==> src/rtl/cpu_pkg.sv <==
// rtl/cpu_pkg.sv - shared encodings for the accumulator CPU controller and datapath
package cpu_pkg;

  // Opcodes held in the instruction register
  localparam logic [3:0] OP_NOP        = 4'b0000;
  localparam logic [3:0] OP_ADD        = 4'b0001;
  localparam logic [3:0] OP_SUB        = 4'b0010;
  localparam logic [3:0] OP_NOR        = 4'b0011;
  localparam logic [3:0] OP_REG_TO_ACC = 4'b0100;
  localparam logic [3:0] OP_ACC_TO_REG = 4'b0101;
  localparam logic [3:0] OP_JMPZ_REG   = 4'b0110;
  localparam logic [3:0] OP_JMPZ_IMM   = 4'b0111;
  localparam logic [3:0] OP_JMPC_REG   = 4'b1000;
  localparam logic [3:0] OP_UNDEF_9    = 4'b1001;
  localparam logic [3:0] OP_JMPC_IMM   = 4'b1010;
  localparam logic [3:0] OP_SHFL       = 4'b1011;
  localparam logic [3:0] OP_SHFR       = 4'b1100;
  localparam logic [3:0] OP_IMM_TO_ACC = 4'b1101;
  localparam logic [3:0] OP_UNDEF_E    = 4'b1110;
  localparam logic [3:0] OP_HALT       = 4'b1111;

  // Accumulator source select
  localparam logic [1:0] ACC_SRC_ALU = 2'b00;
  localparam logic [1:0] ACC_SRC_REG = 2'b01;
  localparam logic [1:0] ACC_SRC_IMM = 2'b10;

  // PC jump source select
  localparam logic PC_SRC_REG = 1'b0;
  localparam logic PC_SRC_IMM = 1'b1;

  // Controller state encoding
  typedef enum logic [1:0] {
    ST_FETCH   = 2'b00,
    ST_EXECUTE = 2'b01,
    ST_HALT    = 2'b10
  } state_e;

  // True for opcodes whose result comes from the ALU; the opcode doubles as the ALU op code
  function automatic logic is_alu_op(input logic [3:0] op);
    return (op == OP_ADD) || (op == OP_SUB) || (op == OP_NOR) ||
           (op == OP_SHFL) || (op == OP_SHFR);
  endfunction

endpackage

==> src/rtl/controller_fsm.sv <==
// rtl/controller_fsm.sv - fetch/execute sequencer and opcode decoder for the accumulator CPU
module controller_fsm
  import cpu_pkg::*;
(
  input  logic       Clk,
  input  logic       CLB,
  input  logic [3:0] Opcode,
  input  logic       Z,
  input  logic       C,
  output logic       LoadIR,
  output logic       IncPC,
  output logic       SelPC,
  output logic       LoadPC,
  output logic       LoadReg,
  output logic       LoadAcc,
  output logic [1:0] SelAcc,
  output logic [3:0] SelALU
);

  state_e state_q, state_d;

  // State register; reset wins over the decoded next state from any state
  always_ff @(posedge Clk) begin
    if (CLB) begin
      state_q <= ST_FETCH;
    end else begin
      state_q <= state_d;
    end
  end

  // Next state: fetch/execute alternate, HALT opcode parks the machine until reset
  always_comb begin
    state_d = state_q;
    case (state_q)
      ST_FETCH:   state_d = ST_EXECUTE;
      ST_EXECUTE: state_d = (Opcode == OP_HALT) ? ST_HALT : ST_FETCH;
      ST_HALT:    state_d = ST_HALT;
      default:    state_d = ST_FETCH;
    endcase
  end

  // Output decode: purely combinational from state, opcode and flags; forced idle during reset
  always_comb begin
    LoadIR  = 1'b0;
    IncPC   = 1'b0;
    SelPC   = PC_SRC_REG;
    LoadPC  = 1'b0;
    LoadReg = 1'b0;
    LoadAcc = 1'b0;
    SelAcc  = ACC_SRC_ALU;
    SelALU  = 4'b0000;
    if (!CLB) begin
      case (state_q)
        ST_FETCH: begin
          LoadIR = 1'b1;
          IncPC  = 1'b1;
        end
        ST_EXECUTE: begin
          if (is_alu_op(Opcode)) begin
            LoadAcc = 1'b1;
            SelAcc  = ACC_SRC_ALU;
            SelALU  = Opcode;
          end else begin
            case (Opcode)
              OP_REG_TO_ACC: begin
                LoadAcc = 1'b1;
                SelAcc  = ACC_SRC_REG;
              end
              OP_IMM_TO_ACC: begin
                LoadAcc = 1'b1;
                SelAcc  = ACC_SRC_IMM;
              end
              OP_ACC_TO_REG: LoadReg = 1'b1;
              OP_JMPZ_REG: begin
                LoadPC = Z;
                SelPC  = PC_SRC_REG;
              end
              OP_JMPZ_IMM: begin
                LoadPC = Z;
                SelPC  = PC_SRC_IMM;
              end
              OP_JMPC_REG: begin
                LoadPC = C;
                SelPC  = PC_SRC_REG;
              end
              OP_JMPC_IMM: begin
                LoadPC = C;
                SelPC  = PC_SRC_IMM;
              end
              // NOP, HALT and the two undefined codes leave every strobe low
              default: ;
            endcase
          end
        end
        default: ;
      endcase
    end
  end

endmodule

==> config.mk <==
export PLATFORM = sky130hd
export DESIGN_NAME = controller_fsm
export DESIGN_NICKNAME = d
export VERILOG_FILES = /design/src/rtl/cpu_pkg.sv /design/src/rtl/controller_fsm.sv
export SDC_FILE = /design/constraint.sdc
export NUM_CORES = 1
export LEC_CHECK = 0
export CAP_MARGIN = 20
export CORE_AREA = 5 5 42 44
export CTS_BUF_LIST = sky130_fd_sc_hd__clkbuf_4 sky130_fd_sc_hd__clkbuf_8 sky130_fd_sc_hd__clkbuf_16
export CTS_CLUSTER_DIAMETER = 80
export CTS_CLUSTER_SIZE = 16
export DETAILED_ROUTE_END_ITERATION = 7
export DIE_AREA = 0 0 47 49
export DONT_BUFFER_PORTS = 1
export HOLD_SLACK_MARGIN = 0.08
export PLACE_DENSITY = 0.38
export SETUP_SLACK_MARGIN = 0.3
export SKIP_LAST_GASP = 1
export SLEW_MARGIN = 20
export SYNTH_ARGS = -nofsm -noshare
export SYNTH_HDL_FRONTEND = slang
export SYNTH_SLANG_ARGS = --single-unit
==> constraint.sdc <==
create_clock -name Clk -period 1 [get_ports Clk]
set_clock_uncertainty 0.05 [all_clocks]
set_input_delay 0.2 -clock Clk [delete_from_list [all_inputs] [get_ports Clk]]
set_output_delay 0.2 -clock Clk [all_outputs]
set_load 0.01 [all_outputs]
Word level (Yosys, flattened, before mapping)
Index checks and enable logic that the tools add are counted.
- equality and inequality tests: 15
- muxes and demuxes: 27
- reductions and logical operators: 9
- operators with widths (kind ; count):
    $eq 4x4->1 const B ; 6
    $mux 1 ; 17
    $eq 4x3->1 const B ; 4
    $mux 4 ; 3
    $eq 4x2->1 const B ; 2
    $mux 2 ; 4
    $reduce_or 2->1 ; 4
    $pmux 2 s3 ; 1
    $eq 4x1->1 const B ; 1
    $logic_or 1x1->1 ; 4
    $pmux 2 s2 ; 1
    $eq 2x1->1 const B ; 1
    $eq 2x2->1 const B ; 1
    $logic_not 2->1 ; 1
    $pmux 1 s2 ; 1
- bits in registers: 2
- input bits: 8
- output and inout port bits: 12
- logic and storage cells: 52

Depth between registers and ports, before layout
- depth after elaboration: 8
- gate-level depth with buffers: 4
- gate-level depth less buffers: 3

Least setup slack after synthesis
No wires, ideal clock.
- path type: reg2out
- start: reg state_q[1]
- end: out SelALU[2]
- arrival: 0.979 ns
- data required time: 0.750 ns
- setup slack: -0.229 ns
- stages on the path, launching flop included: 4
- path buffers: 0
- cells stage by stage: dfxtp_1 > nor2_1 > nand2_1 > nor4_1
- longest elaborated chain between the ends: 3
- ends and longest elaborated chain (item ; line ; source):
    from (decl) ; controller_fsm.sv:20 ; state_e state_q, state_d;
    from (signal assigned) ; controller_fsm.sv:27 ; state_q <= state_d;
    $eq 2x1->1 ; controller_fsm.sv:53 ; case (state_q)
    $mux 4 ; controller_fsm.sv:53 ;
    $mux 4 ; controller_fsm.sv:52 ; if (!CLB) begin
    to (decl) ; controller_fsm.sv:17 ; output logic [3:0] SelALU
No other way between the ends.

Worst setup path after layout
- start: reg state_q[1]
- end: out LoadAcc
- longest elaborated chain between the ends: 3
- ends and longest elaborated chain (item ; line ; source):
    $eq 2x1->1 ; controller_fsm.sv:53 ;
    $mux 1 ; controller_fsm.sv:53 ;
    $mux 1 ; controller_fsm.sv:52 ;
    to (decl) ; controller_fsm.sv:15 ; output logic LoadAcc,
No other way between the ends.

==> metrics <==
result of the run=finished, violations left; violated checks=hold timing, setup timing; average routed wire per standard cell=15.2 um; Die Footprint=2300 um2; DR DRC count=0; Largest stage delay, worst path=350 ps; number of flip-flops in the largest register=2; die height=between 40 and 50 um; worst vdd ir=0.229 mV; synthesis-to-layout area growth=76.0%; final hold vios=2; Worst setup SP type=flop; initial drt markers=4; unrepaired setup endpoints after global routing=yes; arrival time reported for the critical path endpoint=1160 ps; number of distinct library cell variants in the gate-level netlist after synthesis=24; clock tree from TritonCTS=done; post-place instance area=just over 400 um2; number of antenna diodes=0; worst setup path class=flop to output pin; cell chosen for the clock root=clkbuf_4; Port Buffers=0; crit-path cells=nor3b_4, o311ai_1, nor2_1; total negative slack=-3920 ps; antenna violation net count after detailed routing=0; via density per instance=~5; maximum number of buffers from clock root to sink=2; grt ovf=0; clock-pin transition on the worst setup and hold timing paths=30 ps; Mapped Nets=47; Yosys warning total=0; max capacitance violation total=0; source of the critical timing path=state_q[1]; final instance area=487 um2; H-tree level count=1; reg2reg start=state_q[1]; number of global-route vias before repair=370; half-perimeter wire length after detailed placement=about 750 um; number of iterations in the first detailed-routing pass=2; number of top-level pins=20; Die Width=47 um; final max-slew violation count=0; clock insertion delay at the later pin of the skew report=230 ps; Post-Route WL=approximately 960 um; largest register by flop count=state_q; synthesized area per cell=7.09 um2; Vias=323; Worst Hold Margin=-22.4 ps; Cell Area, Synth=277 um2; Required @ worst endpoint=750 ps; total number of clock tree sinks=2; Worst Max-Slew Pin Slew=272 ps; global-route usage over all layers=10.1%; final cycle utilization of the critical path=141%; setup slack of the critical path after layout=-411 ps; core area=1400 um2; instance count of the mapped netlist=39; class of the tightest hold or removal check=input port to flop; Hold Path Origin=CLB; Pwr per Cell Area=795 nW/um2; RD Place Congestion=~0.69; kind of capture point of the worst setup path=output pin; critical path buffer and inverter count=0; initial antenna violation count=0; number of placement rows=14; sequential cell area fraction in the yosys report=14.5%; pin count of the biggest net entering global routing=13; Leak=0.162 nW; Largest regs=state_q x2; Net count, final=57; final count of negative-setup-slack endpoints=13; biggest fanout along the worst timing path=4; starting utilization of the core area=roughly a fifth; Crit-path slowest cell=dfxtp_4; post-synthesis register bit count=2; gate family responsible for the most delay along the worst path=simple AND/OR/NAND/NOR gates; share of layout cells above drive strength 1=59.6%; Slew Limit Headroom=81.7%; clock buffers created by TritonCTS=3; min cycle time layout=1410 ps; global-route wire length before repair=1630 um; Max Freq=708 MHz
==> worst reg2reg max path, delay by kind of cell, from the launching register on <==
family / cells / cell delay (ps)
flops: 1 / 350
simple gates: 2 / 270
compound gates: 1 / 110
buf+inv: 2 / 240
==> what timing repair did <==
item                       CTS  global route
setup buffers                2             0
hold endpoints to repair     2             2
pin swaps                    5             3
gates resized for setup      6             2
setup endpoints to repair   14            14
==> layer usage <==
layer  GRT usage (%)  vias up  routed length, um
li1                -      161                  -
met1            9.87      150                341
met2            14.9       12                525
met3            6.64        0                 92
met4            6.91        0                  0
met5               0        -                  0
==> cells in the mapped netlist, drive strengths merged <==
master | count | share of area, %
nor3 | 5 | 11
buf | 3 | 7.2
inv | 3 | 4.1
nand2 | 3 | 5.0
nand3b | 3 | 8.1
a21oi | 2 | 3.6
dfxtp | 2 | 14
nand3 | 2 | 3.6
nor2 | 2 | 2.7
nor2b | 2 | 4.5
nor4 | 2 | 4.5
and2b | 1 | 2.7
and3 | 1 | 2.3
nand2b | 1 | 3.2
nand4 | 1 | 2.3
nor3b | 1 | 6.8
o2111a | 1 | 4.1
o21a | 1 | 2.7
o21ai | 1 | 1.8
o22ai | 1 | 2.3
o311ai | 1 | 3.2
==> logic make-up after synthesis <==
family / Yosys count / share of synthesized area, %
AO/OA/AOI/OAI: 7 / 17.6
flip-flops: 2 / 14.5
AND/OR/NAND/NOR: 24 / 56.6
buffers and inverters: 6 / 11.3
==> power by group <==
group	switching, mW	internal, mW
clock network	0.0499	0.133
registers	0.00382	0.0816
logic	0.0619	0.0570
==> layout make-up <==
cell class,count,area (um2)
clock buffer,3,22.5
fill,161,915
inverter,3,11.3
multi-input combinational,31,318
sequential,2,47.5
tap,16,20.0
timing repair buffer,8,67.6
==> placed cells by master (no fill, tap or decap) <==
master,n
nand3_1,1
and2b_1,1
nand2_1,1
nor3b_4,1
inv_1,3
nand2_8,1
o311ai_1,1
nand2b_2,1
nor2_4,1
o2111a_1,1
and3_1,1
clkbuf_4,3
nor2_1,1
a21oi_2,1
nor4_4,2
nand3b_1,3
o22ai_1,1
buf_6,2
nor2b_1,2
nor3_4,3
dfxtp_4,2
nand4_1,1
nand3_2,1
buf_4,6
nor3_2,2
o21a_1,1
nand2_2,1
a21oi_4,1
o21ai_0,1
==> per-stage QoR <==
stage	setup slack [ps]	instances	power [mW]	util (%)
CTS	-441	63	0.396	33.9
finish	-411	63	0.387	34.7
floorplan	-143	39	0.178	-
global route	-506	63	0.432	34.7
global placement	-199	58	0.185	28.8
detailed placement	-201	58	0.186	28.8
==> path summary, 6_finish.rpt <==
| kind | endpoint | slack [ps] | cells past startpoint |
|---|---|---|---|
| min reg2reg | state_q[0] | 490 | 2 |
| min | state_q[0] | -20 | 1 |
| max reg2reg | state_q[1] | -90 | 5 |
| max | LoadAcc | -410 | 3 |
No activity file was read; power rests on OpenSTA's default activity.
